File: src/rtl/irq_vector_dispatch.sv
// Queues encoded interrupt vectors, pops one when idle (1 edge after accept), acks it for one cycle, holds it until eoi.
// req_ready drops when the queue holds DEPTH vectors; a request while not ready is lost and flags err.
module irq_vector_dispatch #(
   parameter int NCH   = 9,
   parameter int IDW   = 4,
   parameter int DEPTH = 4
) (
   input  logic                     clk,
   input  logic                     rst,
   input  logic                     req_valid,
   input  logic [IDW-1:0]           req_id,
   output logic                     req_ready,
   output logic [NCH-1:0]           ack,
   output logic                     isr_busy,
   output logic [IDW-1:0]           isr_id,
   input  logic                     eoi,
   output logic [$clog2(DEPTH):0]   pend_cnt,
   output logic [NCH-1:0]           pend_mask,
   output logic                     err,
   input  logic                     clr_err
);

   localparam int AW = $clog2(DEPTH);
   localparam int CW = AW + 1;

   localparam logic [1:0] S_IDLE    = 2'd0;
   localparam logic [1:0] S_ACK     = 2'd1;
   localparam logic [1:0] S_SERVICE = 2'd2;

   logic [1:0]     state;
   logic [IDW-1:0] mem [DEPTH];
   logic [AW-1:0]  wr_ptr;
   logic [AW-1:0]  rd_ptr;
   logic [NCH-1:0] req_oh;
   logic [NCH-1:0] head_oh;
   logic [NCH-1:0] isr_oh;
   logic           xfer;
   logic           push;
   logic           pop;
   logic           done;
   logic           err_set;

   // An out-of-range id decodes to all-zero, which doubles as the range check.
   always_comb begin
      req_oh  = '0;
      head_oh = '0;
      isr_oh  = '0;
      for (int i = 0; i < NCH; i++) begin
         if (req_id == IDW'(i))      req_oh[i]  = 1'b1;
         if (mem[rd_ptr] == IDW'(i)) head_oh[i] = 1'b1;
         if (isr_id == IDW'(i))      isr_oh[i]  = 1'b1;
      end
   end

   assign req_ready = (pend_cnt != CW'(DEPTH));
   assign xfer      = req_valid && req_ready;
   // The in-service id stays in pend_mask, so a push racing its eoi is a duplicate.
   assign push      = xfer && (|req_oh) && !(|(req_oh & pend_mask));
   assign pop       = (state == S_IDLE) && (pend_cnt != '0);
   assign done      = (state == S_SERVICE) && eoi;
   assign err_set   = (req_valid && !req_ready) || (xfer && !(|req_oh));

   always_ff @(posedge clk) begin
      if (push) mem[wr_ptr] <= req_id;
   end

   always_ff @(posedge clk) begin
      if (rst) begin
         wr_ptr    <= '0;
         rd_ptr    <= '0;
         pend_cnt  <= '0;
         pend_mask <= '0;
         state     <= S_IDLE;
         ack       <= '0;
         isr_busy  <= 1'b0;
         isr_id    <= '0;
         err       <= 1'b0;
      end else begin
         if (push) wr_ptr <= wr_ptr + 1'b1;
         if (pop)  rd_ptr <= rd_ptr + 1'b1;
         pend_cnt  <= pend_cnt + CW'(push) - CW'(pop);
         pend_mask <= (pend_mask & ~(done ? isr_oh : '0)) | (push ? req_oh : '0);
         ack       <= '0;

         case (state)
            S_IDLE: begin
               if (pop) begin
                  state    <= S_ACK;
                  isr_id   <= mem[rd_ptr];
                  ack      <= head_oh;
                  isr_busy <= 1'b1;
               end
            end
            S_ACK: begin
               state <= S_SERVICE;
            end
            S_SERVICE: begin
               if (eoi) begin
                  state    <= S_IDLE;
                  isr_id   <= '0;
                  isr_busy <= 1'b0;
               end
            end
            default: begin
               state    <= S_IDLE;
               isr_id   <= '0;
               isr_busy <= 1'b0;
            end
         endcase

         if (err_set)      err <= 1'b1;
         else if (clr_err) err <= 1'b0;
      end
   end

endmodule

File: config.mk
export PLATFORM = sky130hd
export DESIGN_NAME = irq_vector_dispatch
export DESIGN_NICKNAME = d
export VERILOG_FILES = /design/src/rtl/irq_vector_dispatch.sv
export SDC_FILE = /design/constraint.sdc
export NUM_CORES = 1
export LEC_CHECK = 0
export ABC_AREA = 1
export BUFFER_PORTS_ARGS = -buffer_cell sky130_fd_sc_hd__buf_2
export CORE_MARGIN = 1.5
export CORE_UTILIZATION = 50
export CTS_CLUSTER_DIAMETER = 120
export DETAILED_ROUTE_END_ITERATION = 6
export GPL_ROUTABILITY_DRIVEN = 0
export HOLD_SLACK_MARGIN = 0.03
export PLACE_DENSITY = 0.74
export SLEW_MARGIN = 20
export SYNTH_ARGS = -nofsm -noshare
export SYNTH_HDL_FRONTEND = slang
export SYNTH_SLANG_ARGS = --single-unit
File: constraint.sdc
create_clock -name clk -period 2.1 [get_ports clk]
set_input_delay 0.315 -clock clk [delete_from_list [all_inputs] [get_ports clk]]
set_output_delay 0.315 -clock clk [all_outputs]
set_load 0.05 [all_outputs]
# ---- After elaboration in Yosys (flattened, before gate mapping)
# Memories as Yosys holds them, arrays and structs flattened. A register that Yosys moved wholly into a read port is not among the register bits.
# Cells that the tools add are included.
dict set report op_classes {
  n_eq_ne 29
  bitwise_logic 7
  addsub 4
  reduce_logical 22
  muxes 44
}
# operator n
set ops {}
lappend ops {{$eq 4x3->1 const B} 12}
lappend ops {{$mux 1} 33}
lappend ops {{$eq 4x2->1 const B} 6}
lappend ops {{$and 9x9->9} 2}
lappend ops {{$mux 9} 2}
lappend ops {{$reduce_or 9->1} 2}
lappend ops {{$eq 4x1->1 const B} 3}
lappend ops {{$eq 4x4->1 const B} 3}
lappend ops {{$logic_not 4->1} 3}
lappend ops {{$pmux 4 s3} 1}
lappend ops {{$not 9->9} 1}
lappend ops {{$or 9x9->9} 1}
lappend ops {{$mux 2} 4}
lappend ops {{$mux 4} 2}
lappend ops {{$logic_and 1x1->1} 7}
lappend ops {{$pmux 2 s3} 1}
lappend ops {{$add 2x1->2 const B} 2}
lappend ops {{$ne 2x2->1 const B} 2}
lappend ops {{$add 3x1->3} 1}
lappend ops {{$logic_not 1->1} 3}
lappend ops {{$ne 3x3->1 const B} 1}
lappend ops {{$not 1->1} 3}
lappend ops {{$pmux 1 s3} 1}
lappend ops {{$reduce_and 3->1} 1}
lappend ops {{9 further kinds} 9}
dict set report word_totals {
  memories 1
  input_bits 9
  reg_bits 33
  ram_bits 16
  out_inout_bits 28
  wordCells 116
}
# memory depth word_bits rd rd_clocked_by_memory_dff write_ports line_no
set memory_table {}
lappend memory_table {mem 4 4 1 1 1 31} ;# logic [IDW-1:0] mem [DEPTH];

# ---- Logic depth before layout (Yosys ltp)
dict set report logic_depth {
  word_depth 8
  depth_mapped 12
  depth_no_buf 12
}

# ---- Worst setup path before layout
# OpenSTA, ideal clock, no wires.
dict set report synth_path {
  kind {register -> register}
  start {reg pend_cnt[1]}
  end {reg pend_cnt[2]}
  setup_time_ns 0.128
  path_stages_with_launch 12
  path_slack_ns -0.715
  required_ns 1.972
  t_arrival_ns 2.687
  path_cell_list {dfxtp_1 -> nor2_1 -> nand2_1 -> nand3_1 -> nor2_4 -> nand3_4 -> ha_1 -> inv_1 -> ha_1 -> fa_1 -> xor2_1 -> nor2_1}
}
dict set report synth_via {
  elab_chain_cells 6
  word_cells_on_any_way 8
}
# item line_no
set synth_rtl {}
lappend synth_rtl {{from (decl)} 17} ;# output logic [$clog2(DEPTH):0] pend_cnt,
lappend synth_rtl {{from (signal assigned)} 81} ;# pend_cnt <= pend_cnt + CW'(push) - CW'(pop);
lappend synth_rtl {{$ne 3x3->1} 55} ;# assign req_ready = (pend_cnt != CW'(DEPTH));
lappend synth_rtl {{via req_ready} 12} ;# output logic req_ready,
lappend synth_rtl {{$logic_and 1x1->1} 56} ;# assign xfer = req_valid && req_ready;
lappend synth_rtl {{$logic_and 1x1->1 (2 in a row)} 58} ;# assign push = xfer && (|req_oh) && !(|(req_oh & pend_mask));
lappend synth_rtl {{$add 3x1->3} 81}
lappend synth_rtl {{$sub 3x1->3} 81}
# The timed path passes the listed nets, and every way through them passes these cells.
# A chain may end at the register's enable or synchronous reset.

# ---- Worst setup path in the final report
dict set report layout_path {
  start {reg pend_cnt[1]}
  end {reg pend_cnt[1]}
}
dict set report layout_via {
  elab_chain_cells 6
  word_cells_on_any_way 8
}
# item line_no
set layout_rtl {}
lappend layout_rtl {{$ne 3x3->1} 55}
lappend layout_rtl {{$logic_and 1x1->1} 56}
lappend layout_rtl {{$logic_and 1x1->1 (2 in a row)} 58}
lappend layout_rtl {{$add 3x1->3} 81}
lappend layout_rtl {{$sub 3x1->3 (*)} 81}
# Mark *: on every way between the ends. The rest lies on a longest branch, timed or not.

==> results.toml <==
[timing]
min_period_ns = 1.96
hold_viol_final = 0
layout_setup_ws_ns = 0.141
tightest_slew_ns = 0.403
max_freq_ghz = 0.511
rsz0062_at_grt = "false"
finClkSkew_ns = 0.0114
final_max_slew_viol_count = 0
min_period_over_period_pct = 93.3
tns_ns = 0
slew_headroom_pct = 73.0
finalSetupViolations = 0

[yosys]
async_flop_share_pct = 0
syn_area_per_cell_um2 = 8.36
ys_warn_count = 0
synth.largest_area_cell = "dfxtp_1"
synth-simple-area-share_pct = 26.8
synth_fp_nets = 286
yosys-top-cells-count = "nand2_1, nor2_1, inv_1"
synth_cell_type_count = 26
ys_ff_latch = 51
synthAdderAreaFrac_pct = 4.21
synth_xor_area_share_pct = 0.776
synth_cells = 270
synth_top_area_share_pct = 31.0
synth_top_family_by_area = "simple AND/OR/NAND/NOR gates"
synthMuxAreaShare_pct = 0
synth_ff_type = "dfxtp_1"
ys_seq_area_share_pct = 52.3
syn-cell-area_um2 = 2260
synth_most_common_cell = "nand2_1"
synth_compound_area_share_pct = 7.20
synth.area.top_cells = "dfxtp_1, edfxtp_1, nand2_1"
synth_edf_count = 16

[power]
seq_power_share_pct = 40.9
p_leak_nw = 1.23
peakVddDrop_uv = 646
comb_power_share_pct = 40.7
internal_power_w = 0.00180
pwr-share-clk_pct = 18.5
total_power_w = 0.00323
netSwitchingFraction_pct = 44.2
p_sw_w = 0.00143
power_density_nw_per_um2 = 1200

[die]
num_io_pins = 37
fp.dieH_um = 70.2
die_area_um2 = 4930
chipWidth_um = 70.2
std_cell_rows = 24
core_um2 = 4350
start_util_pct = 51.9

[worst_setup_path]
cp-end-kind = "register"
worstPathMaxFanout = 4
critPathRequiredTime_ns = 2.34
start_kind = "register"
critical_path_arrival_ns = 2.20
path_class = "reg2reg"

[clock_tree]
h-tree-depth = 2
cts_setup_buffers = 0
cts-root-buf = "clkbuf_8"
post_cts_resized = 0
cts_hold_buf = 0
clock-sinks = 51
clk_latency_ns = 0.31
clkTransAtPathRegs_ns = 0.09
clockBufferDepth = 2
cts_buffers = 5
cts_tree = "done"

[grt]
grt_antenna_before_repair = 0
grt_pass1_vias = 1846
grt_usage_pct = 21.3
grt_max_degree = 19
grt_pass1_wl_um = 8360
grt-ovfl-total = 0

[run]
cap_violations = 0

[place]
dp_cells = 364
preCtsSetupSlack_ns = -0.140
placement.io_buffers = 36
place_hpwl_um = 3620

[route]
antenna_left = 0
first_iter_violations = 143
routed_wl_um = 4720
wl_per_cell_um = 12.7
viasPerCell = 5.08
dr.pass1.iters = 4
drc = 0
vias = 1889

[hold_path]
hold_path.class = "in2reg"

[outcome]
status = "completed"

[cells_and_area]
diodes = 0
final_core_util_pct = 61.9
fin_nets = 335
fin_cells = 372
layout-drive-gt1-share_pct = 25.3
area_delta_synth_final_pct = 19.3
fillers = 370
cells in the final DEF, fill, tap and decap left out, drive strengths merged, types with 6 or more instances in the layout:
cell	count
nand2	49
buf	48
ha	6
nor2	44
a21oi	12
nand3	24
o21ai	15
dfxtp	35
nand4	10
inv	42
edfxtp	16
through the flow:
step	area (um2)	hold WS, ns
finish	2700	0.273
CTS	2700	0.267
floorplan	2300	0.414
global placement	2600	0.454
global route	2700	0.308
detailed placement	2600	0.461
worst max-delay path, stage by stage, from the launching register on:
cell and delay (ns):
dfxtp_4 0.39, nor2_4 0.05, nand2_4 0.07, nand3_2 0.09
nor2_4 0.15, nand3_4 0.09, ha_4 0.27, inv_2 0.02
ha_2 0.16, fa_2 0.51, inv_1 0.03, nor2_1 0.06
sequential cells by signal, summed over array words and instances, names as in the netlist, 2 cells and up, named ones only:
| name | count |
|---|---|
| ack | 9 |
| isr_id | 4 |
| mem | 16 |
| pend_cnt | 3 |
| pend_mask | 9 |
| rd_ptr | 2 |
| state | 2 |
| wr_ptr | 2 |
layout make-up:
type	instances	area [um2]	area share (%)
multi-input cells	172	918	34.1
inverters	41	154	5.71
clock inverters	3	28.8	1.07
flip-flops and latches	51	1190	44.2
repair buffers	48	270	10.0
clock buffers	5	68.8	2.55
well taps	52	65.1	2.41
cell families (layout without fill, tap and decap cells):
| kind of cell | Yosys count | after routing |
|---|---|---|
| buffers and inverters | 47 | 97 |
| DFF | 51 | 51 |
| AOI/OAI and AO/OA | 30 | 30 |
| adders and majority gates | 7 | 7 |
| and+or+nand+nor | 133 | 133 |
| xor gates and xnor gates | 2 | 2 |
final timing paths:
check             slack, ns  depth (start not counted)        start     endpoint
hold / removal         0.27                          4      clr_err          err
setup reg to reg       0.14                         11  pend_cnt[1]  pend_cnt[1]
setup / recovery       0.14                         11  pend_cnt[1]  pend_cnt[1]
hold reg to reg        0.47                          2    rd_ptr[1]    rd_ptr[1]
power by group through the flow:
stage,clock (W),combinational (W),sequential (W)
3_5_place_dp,0,0.00132,0.00135
3_3_place_gp,0,0.00130,0.00134
6_report,0.000597,0.00131,0.00132
5_1_grt,0.000639,0.00149,0.00134
2_1_floorplan,0,0.000761,0.00159
4_1_cts,0.000608,0.00132,0.00132
routing by layer:
layer / global-route usage, % / wire [um]
met1: 26.7 / 2060
met2: 36.9 / 2400
met3: 4.18 / 176
met4: 7.26 / 82
met5: 0 / 0
Power figures use the tool's default switching activity.
